`src/rtl/dot_product_sequencer.sv`:
```
// Layer sequencer for the 784-element dot-product datapath: clear, feed rows, drain, capture per neuron.
// Optional argmax tracking is built when DOT_PRODUCT_SEQ_ARGMAX_EN is defined.
module dot_product_sequencer #(
  parameter int unsigned NUM_ROWS    = 28,
  parameter int unsigned NUM_NEURONS = 10,
  parameter int unsigned DP_LATENCY  = 8,
  parameter int unsigned RESULT_W    = 26
) (
  input  logic                clk,
  input  logic                GlobalReset,
  input  logic                start,
  output logic                busy,
  output logic                done,
  output logic                rd_en,
  output logic [4:0]          row_addr,
  output logic [3:0]          neuron_idx,
  output logic                dp_reset_n,
  input  logic [RESULT_W-1:0] dp_value,
  output logic                result_valid,
  output logic [3:0]          result_neuron,
  output logic [RESULT_W-1:0] result_value,
  output logic [3:0]          class_idx,
  output logic [RESULT_W-1:0] class_value
);

  // +1 covers the synchronous row-memory read ahead of the datapath pipeline
  localparam int unsigned DRAIN_CYCLES = DP_LATENCY + 1;
  localparam int unsigned DRAIN_W      = $clog2(DRAIN_CYCLES + 1);
  localparam logic [4:0]         LAST_ROW    = 5'(NUM_ROWS - 1);
  localparam logic [3:0]         LAST_NEURON = 4'(NUM_NEURONS - 1);
  localparam logic [DRAIN_W-1:0] LAST_DRAIN  = DRAIN_W'(DRAIN_CYCLES - 1);

  typedef enum logic [2:0] {
    S_IDLE,
    S_CLEAR,
    S_FEED,
    S_DRAIN,
    S_CAPTURE,
    S_DONE
  } state_e;

  state_e               state_q, state_d;
  logic                 busy_q, busy_d;
  logic                 done_q, done_d;
  logic                 rd_en_q, rd_en_d;
  logic [4:0]           row_q, row_d;
  logic [3:0]           neuron_q, neuron_d;
  logic                 dp_reset_n_q, dp_reset_n_d;
  logic [DRAIN_W-1:0]   drain_q, drain_d;
  logic                 rv_q, rv_d;
  logic [3:0]           rn_q, rn_d;
  logic [RESULT_W-1:0]  rval_q, rval_d;

  // Outputs are registered: each *_d holds the value for the state being entered.
  always_comb begin
    state_d      = state_q;
    busy_d       = busy_q;
    done_d       = 1'b0;
    rd_en_d      = 1'b0;
    row_d        = row_q;
    neuron_d     = neuron_q;
    dp_reset_n_d = 1'b1;
    drain_d      = drain_q;
    rv_d         = 1'b0;
    rn_d         = rn_q;
    rval_d       = rval_q;
    unique case (state_q)
      S_IDLE: begin
        busy_d = 1'b0;
        if (start) begin
          state_d      = S_CLEAR;
          busy_d       = 1'b1;
          neuron_d     = '0;
          dp_reset_n_d = 1'b0;
        end
      end
      S_CLEAR: begin
        state_d = S_FEED;
        row_d   = '0;
        rd_en_d = 1'b1;
      end
      S_FEED: begin
        if (row_q == LAST_ROW) begin
          state_d = S_DRAIN;
          row_d   = '0;
          drain_d = '0;
        end else begin
          row_d   = row_q + 5'd1;
          rd_en_d = 1'b1;
        end
      end
      S_DRAIN: begin
        if (drain_q == LAST_DRAIN) state_d = S_CAPTURE;
        else                       drain_d = drain_q + DRAIN_W'(1);
      end
      S_CAPTURE: begin
        rv_d   = 1'b1;
        rn_d   = neuron_q;
        rval_d = dp_value;
        if (neuron_q == LAST_NEURON) begin
          state_d = S_DONE;
          done_d  = 1'b1;
        end else begin
          state_d      = S_CLEAR;
          neuron_d     = neuron_q + 4'd1;
          dp_reset_n_d = 1'b0;
        end
      end
      S_DONE: begin
        state_d = S_IDLE;
        busy_d  = 1'b0;
      end
      default: state_d = S_IDLE;
    endcase
  end

  always_ff @(posedge clk or posedge GlobalReset) begin
    if (GlobalReset) begin
      state_q      <= S_IDLE;
      busy_q       <= 1'b0;
      done_q       <= 1'b0;
      rd_en_q      <= 1'b0;
      row_q        <= '0;
      neuron_q     <= '0;
      dp_reset_n_q <= 1'b0;
      drain_q      <= '0;
      rv_q         <= 1'b0;
      rn_q         <= '0;
      rval_q       <= '0;
    end else begin
      state_q      <= state_d;
      busy_q       <= busy_d;
      done_q       <= done_d;
      rd_en_q      <= rd_en_d;
      row_q        <= row_d;
      neuron_q     <= neuron_d;
      dp_reset_n_q <= dp_reset_n_d;
      drain_q      <= drain_d;
      rv_q         <= rv_d;
      rn_q         <= rn_d;
      rval_q       <= rval_d;
    end
  end

  assign busy          = busy_q;
  assign done          = done_q;
  assign rd_en         = rd_en_q;
  assign row_addr      = row_q;
  assign neuron_idx    = neuron_q;
  assign dp_reset_n    = dp_reset_n_q;
  assign result_valid  = rv_q;
  assign result_neuron = rn_q;
  assign result_value  = rval_q;

`ifdef DOT_PRODUCT_SEQ_ARGMAX_EN
  logic [3:0]          class_idx_q;
  logic [RESULT_W-1:0] class_value_q;
  logic                class_load_d;

  // Strictly-greater replacement keeps the lowest index on ties
  assign class_load_d = (state_q == S_CAPTURE) &&
                        ((neuron_q == '0) || ($signed(dp_value) > $signed(class_value_q)));

  always_ff @(posedge clk or posedge GlobalReset) begin
    if (GlobalReset) begin
      class_idx_q   <= '0;
      class_value_q <= '0;
    end else if ((state_q == S_IDLE) && start) begin
      class_idx_q   <= '0;
      class_value_q <= '0;
    end else if (class_load_d) begin
      class_idx_q   <= neuron_q;
      class_value_q <= dp_value;
    end
  end

  assign class_idx   = class_idx_q;
  assign class_value = class_value_q;
`else
  assign class_idx   = '0;
  assign class_value = '0;
`endif

endmodule

```
`config.mk`:
```
export PLATFORM = sky130hd
export DESIGN_NAME = dot_product_sequencer
export DESIGN_NICKNAME = d
export VERILOG_FILES = /design/src/rtl/dot_product_sequencer.sv
export SDC_FILE = /design/constraint.sdc
export NUM_CORES = 1
export LEC_CHECK = 0
export ABC_CLOCK_PERIOD_IN_PS = 1750
export CAP_MARGIN = 20
export CORE_AREA = 4 4 82 84
export DETAILED_ROUTE_END_ITERATION = 12
export DIE_AREA = 0 0 86 88
export GPL_ROUTABILITY_DRIVEN = 0
export HOLD_SLACK_MARGIN = 0.06
export PLACE_DENSITY = 0.91
export RECOVER_POWER = 50
export REMOVE_ABC_BUFFERS = 1
export SLEW_MARGIN = 15
export SYNTH_ARGS = -nofsm -noshare
export SYNTH_HDL_FRONTEND = slang
export SYNTH_SLANG_ARGS = --single-unit
```
`constraint.sdc`:
```
create_clock -name clk -period 1.75 [get_ports clk]
set_input_delay 0.175 -clock clk [delete_from_list [all_inputs] [get_ports clk]]
set_output_delay 0.175 -clock clk [all_outputs]
set_load 0.02 [all_outputs]
```
=== After elaboration in Yosys (flattened, before gate mapping) ===
Cells that the tools add are included.

* Register bits after elaboration: 51
* Logic and storage cells: 57
* Bits of input ports: 29
* Output and inout bits: 74

* Add/subtract/negate cells: 3
* Reductions and logical operators: 8
* Multiplexer cells: 22
* Equality and inequality tests: 13

{| class="wikitable"
|+ Operator list
! kind !! count
|-
| 4-bit 2-to-1 mux || 4
|-
| 4-bit case mux with 2 select lines || 2
|-
| 3-bit case mux with 5 select lines || 1
|-
| 3-bit 2-to-1 mux || 4
|-
| 2-bit != test, second input constant || 5
|-
| 5-bit case mux with 2 select lines || 1
|-
| 3-bit AND reduction || 3
|-
| 4-bit by 1-bit adder with 4-bit output, second input constant || 2
|-
| 4-bit equality test, second input constant || 2
|-
| 2-bit nonzero test || 4
|-
| 3-bit by 2-bit equality test with 1-bit output, second input constant || 2
|-
| 3-bit equality test, second input constant || 2
|-
| 1-bit 2-to-1 mux || 6
|-
| 1-bit case mux with 2 select lines || 3
|-
| 5-bit by 1-bit adder with 5-bit output, second input constant || 1
|-
| 5-bit equality test, second input constant || 1
|-
| 5-bit 2-to-1 mux || 1
|-
| 3-bit by 1-bit equality test with 1-bit output, second input constant || 1
|-
| 3-bit zero test || 1
|}

=== Logic depth before layout (Yosys ltp) ===
Gate-level depths: netlist of the first run.

* Depth after elaboration: 3
* Depth in mapped cells: 5
* Gate-level depth less buffers: 5

=== Worst setup path before layout of the first run ===
No wires, ideal clock.

* Path type: flip-flop to flip-flop
* Start point: reg neuron_q[1] (netlist: neuron_idx[1])
* End point: reg neuron_q[0] (netlist: neuron_idx[0])
* Arrival time: 1.436 ns
* Data required time: 1.611 ns
* Buffers on the path: 0
* Period minus slack after synthesis: 1.575 ns
* Setup time: 0.139 ns
* Setup slack: 0.175 ns
* Cell stages (with the launch flop): 6
* Cells stage by stage: dfrtp_1 > inv_1 > ha_1 > and3b_1 > a2111oi_4 > mux2i_1

* Longest elaborated chain between the ends: 3

{| class="wikitable"
|+ RTL lines
! item !! line !! source
|-
| start: declaration || 47 || <nowiki>logic [3:0] neuron_q, neuron_d;</nowiki>
|-
| start signal: assignment || 136 || <nowiki>neuron_q <= neuron_d;</nowiki>
|-
| 4-bit equality test || 100 || <nowiki>if (neuron_q == LAST_NEURON) begin</nowiki>
|-
| 2-bit != test (no line) || - ||
|-
| 3-bit AND reduction (no line) || - ||
|}

Every way passes these cells.
A chain may end at the register's enable or synchronous reset.

=== Worst setup path in the final report of the first run ===
* Start point: reg neuron_q[2] (netlist: neuron_idx[2])
* End point: out neuron_idx[2]

{| class="wikitable"
|+ RTL lines
! item !! line !! source
|-
| end: declaration || 16 || <nowiki>output logic [3:0] neuron_idx,</nowiki>
|}

No word-level cell between the ends.

==> results of run 1 <==
-- per-layer routing --
| layer | up-vias | GRT usage, % | wire length [um] |
|---|---|---|---|
| li1 | 840 | - | - |
| met1 | 856 | 17.9 | 2220 |
| met2 | 79 | 24.2 | 2560 |
| met3 | 6 | 4.05 | 487 |
| met4 | 0 | 3.45 | 51 |
| met5 | - | 0 | 0 |
-- stage by stage --
step	worst slack (ns)	std cells	hold WS [ns]	cell area, um2
floorplan	-0.311	200	0.327	2350
global placement	0.268	357	0.486	3270
detailed placement	0.227	357	0.498	3270
CTS	0.118	365	0.167	3380
global route	0.0330	365	0.429	3360
finish	0.108	365	0.364	3360
-- how the worst max path moves through the flow --
stage                     slack [ns]         endpoint           from
after floorplan                -0.31  result_value[0]     state_q[0]
after global routing            0.03    neuron_idx[2]  neuron_idx[2]
after global placement          0.27    neuron_idx[0]  neuron_idx[1]
after CTS                       0.12    neuron_idx[2]  neuron_idx[2]
after detailed placement        0.23    neuron_idx[0]  neuron_idx[1]
final                           0.11    neuron_idx[2]  neuron_idx[2]
-- report_power, final --
group          switching (mW)  leakage (nW)  total, mW  internal [mW]
registers              0.0141         0.596       1.22           1.21
clock network           0.395        0.0548      0.826          0.431
logic                   0.150         0.784      0.275          0.125
-- logic make-up after synthesis --
family                   share of synthesized area, %
AO/OA/AOI/OAI                                    9.25
adder cells (fa/ha/maj)                          2.47
buffers and inverters                            12.4
flip-flops                                       50.4
multiplexers                                     13.7
other                                           0.148
AND/OR/NAND/NOR                                  11.5
-- worst register-to-register path: stages, from the launching register on --
cell and delay, ns:
dfrtp_1 0.43, clkbuf_2 0.30, o21bai_1 0.50, a22oi_1 0.17
o41ai_1 0.09
-- cells in the final DEF (no fill, tap or decap), types with 3 or more instances in the layout --
cell / count
clkdlybuf4s50_1: 60
dfrtp_1: 51
mux2_2: 30
conb_1: 30
dlygate4sd3_1: 12
inv_1: 8
nand2_1: 8
ha_1: 5
clkbuf_8: 5
buf_4: 5
nand3_1: 4
and3_1: 4
nor2_1: 4
nor2b_1: 4
o21ai_0: 4
nand4b_1: 3
nand2b_1: 3
-- cell type report --
class                      instances  share of cell area [%]
sequential                        51                    38.0
timing repair buffer              82                    23.7
tap                               75                    2.79
clock inverter                     3                    1.38
clock buffer                       5                    2.05
multi-input combinational        141                    31.2
inverter                           8                   0.894
-- flip-flops by register name (all words and copies together) (netlist names) --
signal	cells
result_value	26
row_addr	5
done	1
neuron_idx	4
dp_reset_n	1
busy	1
result_neuron	4
rd_en	1
state_q	3
result_valid	1
drain_q	4
==> run metrics, run 1 <==
status finished, final reports clean; CP Depth 1; post-synth top area share 50.4%; post-route setup TNS 0 ns; Clock Tree Root clkbuf_8; drt drc 0; slowest CP cell clkdlybuf4s50_1; Max VDD drop 299 uV; CTS Hold Buffers Added 0; antenna cell count 0; CP required 1.57 ns; total power 2.32 mW; final hold violations 0; R2R cell count 4; final net count 323; Vias 1781; delay-heaviest family, CP buffers and inverters; H-tree depth 2; crit share post-route 93.8%; Tightest Pin Transition 0.557 ns; register area share after synthesis 50.4%; Worst-path clk slew 0.09 ns; Setup Viol. Count Final 0; drt first pass iters 6; I/O pin count 103; total routed wirelength 5320 um; total global routing overflow 0; Reg-to-Reg End row_addr[4]; Cell Rows 28; worst-path maximum fanout 9; CTS resizes 0; Core ar. 5920 um2; #FFs+latches synth 51; PwrDens 691 nW/um2; Final min period 1.64 ns; Max Slew Vio Count 0; fmax 0.609 GHz; EDFF count, synth 0; Die Ht 88 um; # Post-CTS Setup Buffers 0; critical path class reg -> out; layout cells sized above 1 16.9%; Reg-to-Reg Start state_q[0]; Clock Skew 0.0110 ns; P&R area growth vs syn 32.8%; type of origin of the critical path flop; synth cell count leaders dfrtp_1, buf_4, mux2_2, inv_1, nand2_1; total die area 7570 um2; prevailing post-synth register cell dfrtp_1; syn avg cell area 12.1 um2; Synth Instances 209; CTS Buf Count 5; number of max-cap violations 0; largest net degree at the start of global routing 25; initial DRC count 42; synth top area cells dfrtp_1, mux2_2, buf_4, ha_1, buf_6; final core utilization 56.7%; slowest cell delay on critical path 0.67 ns; Initial Util 42.7%; worst-path cell chain clkdlybuf4s50_1; RSZ-0062 raised after global routing false; Die Wd 86 um; worst min-delay path class in -> async; slew margin rel. 62.9%; initial antenna violation count 0; fillers 506; clk buf depth 2; asr flop ratio synth 100%; first-pass GRT wire length 8600 um; vias in the first global route 1748; CTS tree built; endpoint class of the critical path output port; Distinct cells, synth 47; flop2flop setup slack 0.15 ns; leakage power 1.43 nW; Post-Syn Area 2530 um2; Synth Warn # 0; area leader, netlist dfrtp_1; I/O Buffers 72; CP arrival 1.47 ns; most frequent cell after synthesis dfrtp_1; worst-skew pair later-pin latency 0.30 ns; clock sink count 51; WL per Instance 14.6 um; post-route ant nets 0; CP Buf/Inv Count 1; DP Wirelength 4040 um; vias per inst 4.88; GRT Overall Usage 14.2%; area of the multi-input gates 1050 um2; FF+latch area 1280 um2
(Power assumes the default switching activity.)
==> run 2: changes to the inputs <==
--- a/config.mk
+++ b/config.mk
@@ -7,9 +7,9 @@
 export LEC_CHECK = 0
 export ABC_CLOCK_PERIOD_IN_PS = 1750
 export CAP_MARGIN = 20
-export CORE_AREA = 4 4 82 84
+export CORE_AREA = 3 3 81 83
 export DETAILED_ROUTE_END_ITERATION = 12
-export DIE_AREA = 0 0 86 88
+export DIE_AREA = 0 0 84 86
 export GPL_ROUTABILITY_DRIVEN = 0
 export HOLD_SLACK_MARGIN = 0.06
 export PLACE_DENSITY = 0.91
==> run 2 against run 1 <==
  * Final cell count fell by 0.55%
  * Critical path depth did not move
  * Fmax fell by 1.5%
  * Largest cell class unchanged
  * Highest routed layer unchanged
  * Critical path type unchanged
==> run metrics, run 2 (synthesized netlist as in run 1, its figures left out) <==
leakage power 1.42 nW; CTS tree built; Largest register FFs 26; Final Non-Filler Cells 363; slew margin rel. 63.9%; Post-Place Cells 355; total global routing overflow 0; Clock Tree Root clkbuf_8; final net count 321; initial antenna violation count 0; post-route setup TNS 0 ns; total routed wirelength 5270 um; vias in the first global route 1810; clk buf depth 2; largest net degree at the start of global routing 35; area of the multi-input gates 1050 um2; FF+latch area 1280 um2; DP Wirelength 3950 um; final setup margin 0.0839 ns; Max Slew Vio Count 0; Core ar. 5920 um2; number of max-cap violations 0; Initial Util 42.7%; Cell Rows 28; Setup WS pre-CTS 0.194 ns; final core utilization 56.6%; Clock Skew 0.00995 ns; Setup Viol. Count Final 0; layout cells sized above 1 16.7%; critical path class reg -> out; slowest CP cell clkdlybuf4s50_1; CP required 1.57 ns; Max VDD drop 406 uV; total die area 7220 um2; status finished, final reports clean; drt first pass iters 4; worst min-delay path class in -> async; I/O Buffers 72; first-pass GRT wire length 8890 um; Worst-path clk slew 0.10 ns; Tightest Pin Transition 0.541 ns; endpoint class of the critical path output port; Die Ht 86 um; P&R area growth vs syn 32.3%; worst-path cell chain clkdlybuf4s50_1; Final min period 1.67 ns; commonest non-fill, non-tap cells in the layout clkdlybuf4s50_1, dfrtp_1, mux2_2, conb_1, dlygate4sd3_1; fillers 480; GRT Overall Usage 15.1%; CTS Hold Buffers Added 0; CP Buf/Inv Count 1; delay-heaviest family, CP buffers and inverters; CTS resizes 0; most common cell after layout, fill and taps aside clkdlybuf4s50_1; antenna cell count 0; CTS Buf Count 5; clock sink count 51; I/O pin count 103; vias per inst 5.00; slowest cell delay on critical path 0.68 ns; drt drc 0; Die Wd 84 um; final hold violations 0; RSZ-0062 raised after global routing false; H-tree depth 2; initial DRC count 43; PwrDens 696 nW/um2; worst-skew pair later-pin latency 0.31 ns; worst-path maximum fanout 9; total power 2.33 mW; WL per Instance 14.5 um; flop2flop setup slack 0.14 ns; fmax 0.600 GHz; crit share post-route 95.2%; # Post-CTS Setup Buffers 0; Vias 1815; post-route ant nets 0; type of origin of the critical path flop; CP arrival 1.49 ns
==> run 2: cell count changes in the layout (fill, tap and decap cells not counted) <==
cell,before,now
buf_4,5,4
clkbuf_1,2,1
clkdlybuf4s50_1,60,55
dlygate4sd3_1,12,17
==> run 2: layout make-up <==
type                    instances  area share (%)
flip-flops and latches         51            38.1
well taps                      75            2.80
inverters                       8           0.897
clock buffers                   5            2.06
repair buffers                 80            23.4
multi-input cells             141            31.3
clock inverters                 3            1.38
==> run 2: power breakdown <==
group          total, mW  internal, mW  switching (mW)
clock              0.836         0.431           0.405
sequential          1.22          1.21          0.0140
combinational      0.273         0.123           0.149
==> run 2: path summary, 6_finish.rpt <==
kind                                   from               end  cells past startpoint
hold reg to reg            result_value[11]  result_value[11]                      1
min in group clk               dp_value[24]  result_value[24]                      2
setup / recovery              neuron_idx[2]     neuron_idx[2]                      1
hold / removal                  GlobalReset   result_value[0]                      2
max in group asynchronous       GlobalReset  result_value[25]                      3
setup reg to reg                 state_q[2]     neuron_idx[0]                      4
==> run 2: metrics by stage <==
step                      instance area, um2  hold WS (ns)
after CTS                               3380         0.167
after global routing                    3350         0.415
after detailed placement                3270         0.494
final                                   3350         0.357
after floorplan                         2350         0.327
after global placement                  3270         0.487
==> run 2: per-layer routing <==
metal | global-route usage [%] | up-vias | share of wire, %
met5 | 0 | - | 0
met2 | 26.0 | 85 | 49
li1 | - | 847 | -
met1 | 18.6 | 877 | 43
met3 | 4.13 | 6 | 7.0
met4 | 4.24 | 0 | 0.91
